**src/rtl/alu_pipe.sv**
```systemverilog
// Two-stage pipelined Hack-style ALU: operand preprocessing in S1, add/and, output
// inversion and flag generation in S2, with a valid/ready handshake on both sides.
module alu_pipe #(
  parameter int WIDTH = 16,
  parameter int TAG_W = 4
) (
  input  logic             clk,
  input  logic             rst,
  input  logic             in_valid,
  output logic             in_ready,
  input  logic [WIDTH-1:0] in_x,
  input  logic [WIDTH-1:0] in_y,
  input  logic [5:0]       in_ctl,
  input  logic [TAG_W-1:0] in_tag,
  output logic             out_valid,
  input  logic             out_ready,
  output logic [WIDTH-1:0] out_data,
  output logic [TAG_W-1:0] out_tag,
  output logic [3:0]       out_flags
);

  localparam int MSB = WIDTH - 1;

  // Stage 1 state: preprocessed operands plus the control bits still needed.
  logic             s1_valid;
  logic [WIDTH-1:0] s1_x;
  logic [WIDTH-1:0] s1_y;
  logic             s1_f;
  logic             s1_no;
  logic [TAG_W-1:0] s1_tag;

  // Stage 2 state: final result, drives the out_* ports directly.
  logic             s2_valid;
  logic [WIDTH-1:0] s2_data;
  logic [3:0]       s2_flags;
  logic [TAG_W-1:0] s2_tag;

  logic s2_adv;
  logic s1_adv;

  // A stage may take new data when it is empty or its content moves on this cycle.
  assign s2_adv   = !s2_valid || out_ready;
  assign s1_adv   = !s1_valid || s2_adv;
  assign in_ready = s1_adv;

  // Zero is applied before negate on each operand.
  logic [WIDTH-1:0] pre_x;
  logic [WIDTH-1:0] pre_y;

  always_comb begin
    // NOTE: every variable gets a value before any condition so no latch is inferred.
    pre_x = in_ctl[5] ? '0 : in_x;
    pre_y = in_ctl[3] ? '0 : in_y;
    if (in_ctl[4]) pre_x = ~pre_x;
    if (in_ctl[2]) pre_y = ~pre_y;
  end

  always_ff @(posedge clk) begin
    // NOTE: sequential state uses non-blocking assignments so every register
    // samples the pre-edge values regardless of statement order.
    if (rst) begin
      // NOTE: datapath registers are cleared too, so out_* reads as zero after reset.
      s1_valid <= 1'b0;
      s1_x     <= '0;
      s1_y     <= '0;
      s1_f     <= 1'b0;
      s1_no    <= 1'b0;
      s1_tag   <= '0;
    end else if (s1_adv) begin
      s1_valid <= in_valid;
      if (in_valid) begin
        s1_x   <= pre_x;
        s1_y   <= pre_y;
        s1_f   <= in_ctl[1];
        s1_no  <= in_ctl[0];
        s1_tag <= in_tag;
      end
    end
  end

  // One extra bit on the adder captures the carry-out.
  logic [WIDTH:0]   sum;
  logic [WIDTH-1:0] core;
  logic [WIDTH-1:0] result;
  logic             carry;
  logic             ovf;

  always_comb begin
    sum    = {1'b0, s1_x} + {1'b0, s1_y};
    core   = s1_f ? sum[MSB:0] : (s1_x & s1_y);
    result = s1_no ? ~core : core;
    carry  = s1_f && sum[WIDTH];
    // Signed overflow: operands share a sign that the sum does not.
    ovf    = s1_f && (s1_x[MSB] == s1_y[MSB]) && (sum[MSB] != s1_x[MSB]);
  end

  always_ff @(posedge clk) begin
    if (rst) begin
      s2_valid <= 1'b0;
      s2_data  <= '0;
      s2_flags <= '0;
      s2_tag   <= '0;
    end else if (s2_adv) begin
      s2_valid <= s1_valid;
      if (s1_valid) begin
        s2_data  <= result;
        s2_flags <= {(result == '0), result[MSB], carry, ovf};
        s2_tag   <= s1_tag;
      end
    end
  end

  assign out_valid = s2_valid;
  assign out_data  = s2_data;
  assign out_tag   = s2_tag;
  assign out_flags = s2_flags;

endmodule

```
**config.mk**
```make
export PLATFORM = sky130hd
export DESIGN_NAME = alu_pipe
export DESIGN_NICKNAME = d
export VERILOG_FILES = /design/src/rtl/alu_pipe.sv
export SDC_FILE = /design/constraint.sdc
export NUM_CORES = 1
export LEC_CHECK = 0
export CAP_MARGIN = 20
export CORE_MARGIN = 3
export CORE_UTILIZATION = 49
export CTS_BUF_LIST = sky130_fd_sc_hd__clkbuf_8
export DETAILED_ROUTE_END_ITERATION = 10
export GPL_ROUTABILITY_DRIVEN = 0
export PLACE_DENSITY = 0.78
export SYNTH_ARGS = -nofsm -noshare
export SYNTH_HDL_FRONTEND = slang
export SYNTH_SLANG_ARGS = --single-unit
```
**constraint.sdc**
```tcl
create_clock -name clk -period 3.1 [get_ports clk]
set_input_delay 0.31 -clock clk [delete_from_list [all_inputs] [get_ports clk]]
set_output_delay 0.31 -clock clk [all_outputs]
set_load 0.02 [all_outputs]
```
==> flow_metrics.py <==
metrics = {
    "die": {
        "start_util_pct": 50.69,
        "die_w_um": 95.64,
        "fp-row-count": 32,
        "die_y_um": 95.64,
        "ioPinCount": 72,
        "die-area_um2": 9147,
        "design.core.area_um2": 7767,
    },
    "detailed_routing": {
        "wl_um": 8386,
        "ant_nets": 0,
        "vias_per_cell": 5.329,
        "drc": 0,
        "drt-pass1-iter-count": 4,
        "via_count": 3464,
        "drtIter0Drc": 218,
        "detail_route.wl_per_cell_um": 12.90,
    },
    "logic_synthesis": {
        "synth_edf_count": 0,
        "ys_async_sr_fraction_pct": 0,
        "synth_seq_cells": 63,
        "yosys_most_used_dff": "dfxtp_1",
        "synth_seq_area_share_pct": 32.03,
        "syn-instance-count": 487,
        "synth_area_leaders": "dfxtp_1, xnor2_1, a211oi_1",
        "netlist.area_leader.share_pct": 32.03,
        "netlist_area_um2": 3938,
        "synthDistinctLibCells": 56,
        "synth_warnings": 0,
        "syn_nets": 550,
        "syn_area_per_cell_um2": 8.085,
        "yosysTopAreaCell": "dfxtp_1",
    },
    "placed_design": {
        "dp_cells": 634,
        "port_buffers": 71,
        "dp_hpwl_um": 6326,
        "place_area_um2": 4695,
    },
    "flow_run": {
        "maxCapViolations": 0,
    },
    "power": {
        "p_leak_nw": 1.843,
        "power_density_nw_per_um2": 462.3,
        "peakVddDrop_v": 0.0002195,
    },
    "clock_network": {
        "clkTransAtPathRegs_ps": 80,
        "postCtsHoldBufs": 0,
        "post-cts-setup-buffers": 0,
        "clockRootBuffer": "clkbuf_8",
        "clk_latency_ps": 350,
        "cts_tree": "built",
        "cts_buffers": 9,
        "clk_path_buf_depth": 2,
        "clock_sinks": 63,
        "h-tree-depth": 3,
    },
    "setup_path": {
        "start_kind": "register",
        "r2r_slack_ps": 80,
        "crit_arrival_ps": 3280,
        "required_ps": 3360,
        "r2r-end": "out_flags[3]",
        "ff2ff_path_depth": 10,
        "r2r-start": "s1_x[0]",
        "path_class": "reg -> reg",
        "worst-path-max-fanout": 3,
        "end_kind": "register",
    },
    "finish": {
        "drive_gt1_share_pct": 8.029,
        "area_growth_pct": 26.15,
        "layout.nets": 606,
        "mostFrequentLayoutCell": "clkdlybuf4s50_1",
        "antenna_cells": 0,
        "layout.cells.non_filler": 650,
        "final_cell_mix": "clkdlybuf4s50_1, nand2_1, dfxtp_1",
        "finish.instance_area_um2": 4967,
    },
    "global_routing": {
        "grt-ovfl-total": 0,
        "antenna_found_initial": 0,
        "grt_pass1_wl_um": 14720,
        "grt_pass1_vias": 3275,
        "grt_max_degree": 71,
        "grt_usage_pct": 20.01,
    },
    "sta": {
        "setup_violations": 0,
        "hold_viol_final": 0,
        "tightest_slew_ps": 865.3,
        "post-route-period-util_pct": 97.36,
        "fin_crit_ps": 3018,
        "fin_skew_ps": 11.92,
        "finalMaxSlewViolations": 0,
        "fmax_mhz": 331.3,
        "slew_headroom_pct": 42.13,
    },
    "min_path": {
        "worstHoldStart": "s1_tag[2]",
        "holdPathStages": 2,
        "hold_class": "reg -> reg",
        "min_to": "out_tag[2]",
    },
    "outcome": {
        "status": "complete, no violations",
    },
}
-- where the power goes --
part	internal (mW)	switching (mW)
sequential	0.861	0.0350
clock	0.536	0.334
combinational	0.260	0.270
total	1.66	0.639
-- worst max-delay path by stage --
stage              endpoint  depth (start not counted)  slack (ps)    start
2_1_floorplan  out_flags[3]                         10         110  s1_x[0]
3_3_place_gp   out_flags[3]                         10         120  s1_x[0]
3_5_place_dp   out_flags[3]                         10          50  s1_x[0]
4_1_cts        out_flags[3]                         10          30  s1_x[0]
5_1_grt        out_flags[3]                          9         -80  s1_x[2]
6_report       out_flags[3]                         10          80  s1_x[0]
-- sequential cells by signal, summed over array words and instances (netlist names) --
signal and flops:
out_flags 4, s1_no 1, s1_tag 4, s1_y 16, out_data 15, s1_f 1
s1_valid 1, out_valid 1, s1_x 16, out_tag 4
-- Yosys cell counts, types with 4 or more instances --
| master | n |
|---|---|
| xnor2_1 | 51 |
| nor2_1 | 45 |
| a21oi_1 | 41 |
| dfxtp_1 | 63 |
| o21a_1 | 4 |
| nand2_1 | 63 |
| clkbuf_1 | 29 |
| inv_1 | 7 |
| a21o_1 | 7 |
| nor2b_1 | 36 |
| ha_1 | 16 |
| nand3_1 | 7 |
| mux2i_1 | 7 |
| a211oi_1 | 35 |
| o21ai_0 | 4 |
-- metal layers --
layer	vias up	GRT usage, %	wire, um	part of all wire [%]
met2	112	32.60	3943	47
met3	8	5.762	528	6.3
met4	0	5.569	67	0.80
met5	-	0	0	0
li1	1809	-	-	-
met1	1535	25.74	3847	46
-- cells by family after synthesis --
family	count (synthesis)	share of synthesized area, %
AND/OR/NAND/NOR	178	21.61
AO/OA/AOI/OAI	121	21.23
flip-flops	63	32.03
XOR/XNOR	53	11.79
buffers and inverters	44	4.639
adder cells (fa/ha/maj)	17	5.593
multiplexers	11	3.114
-- timing repair --
| action | in CTS | in global routing |
|---|---|---|
| endpoints found under the hold margin | 0 | 0 |
| gates resized for setup | 0 | 7 |
| endpoints found under the setup margin | 0 | 1 |
-- worst max-delay path, cell delays in order, from the launching register on --
cell and delay, ps:
dfxtp_1 320, ha_1 220, buf_4 150, a211oi_2 300, o21ai_2 140, a311o_1 420, a211oi_1 390, nor2_1 120
a311oi_2 320, mux2_4 340, o31ai_2 220
-- metrics by stage --
stage	power, mW	worst slack, ps	util, %	hold slack [ps]	setup TNS [ps]
floorplan	1.283	107.1	-	427.4	0
global placement	1.425	122.8	60.44	438.9	0
detailed placement	1.437	50.45	60.44	442.5	0
CTS	2.309	29.04	63.58	453.8	0
global route	2.413	-78.62	63.95	472.6	-78.62
finish	2.296	81.81	63.95	453.5	0
-- layout make-up --
cell class / instances / area, um2
fillers: 687 / 2800
multi-input cells: 380 / 2524
flip-flops and latches: 63 / 1261
repair buffers: 81 / 780.7
well taps: 102 / 127.6
clock buffers: 9 / 123.9
clock inverters: 7 / 120.1
inverters: 8 / 30.03
Note: power is estimated with default switching activity, not from simulation.
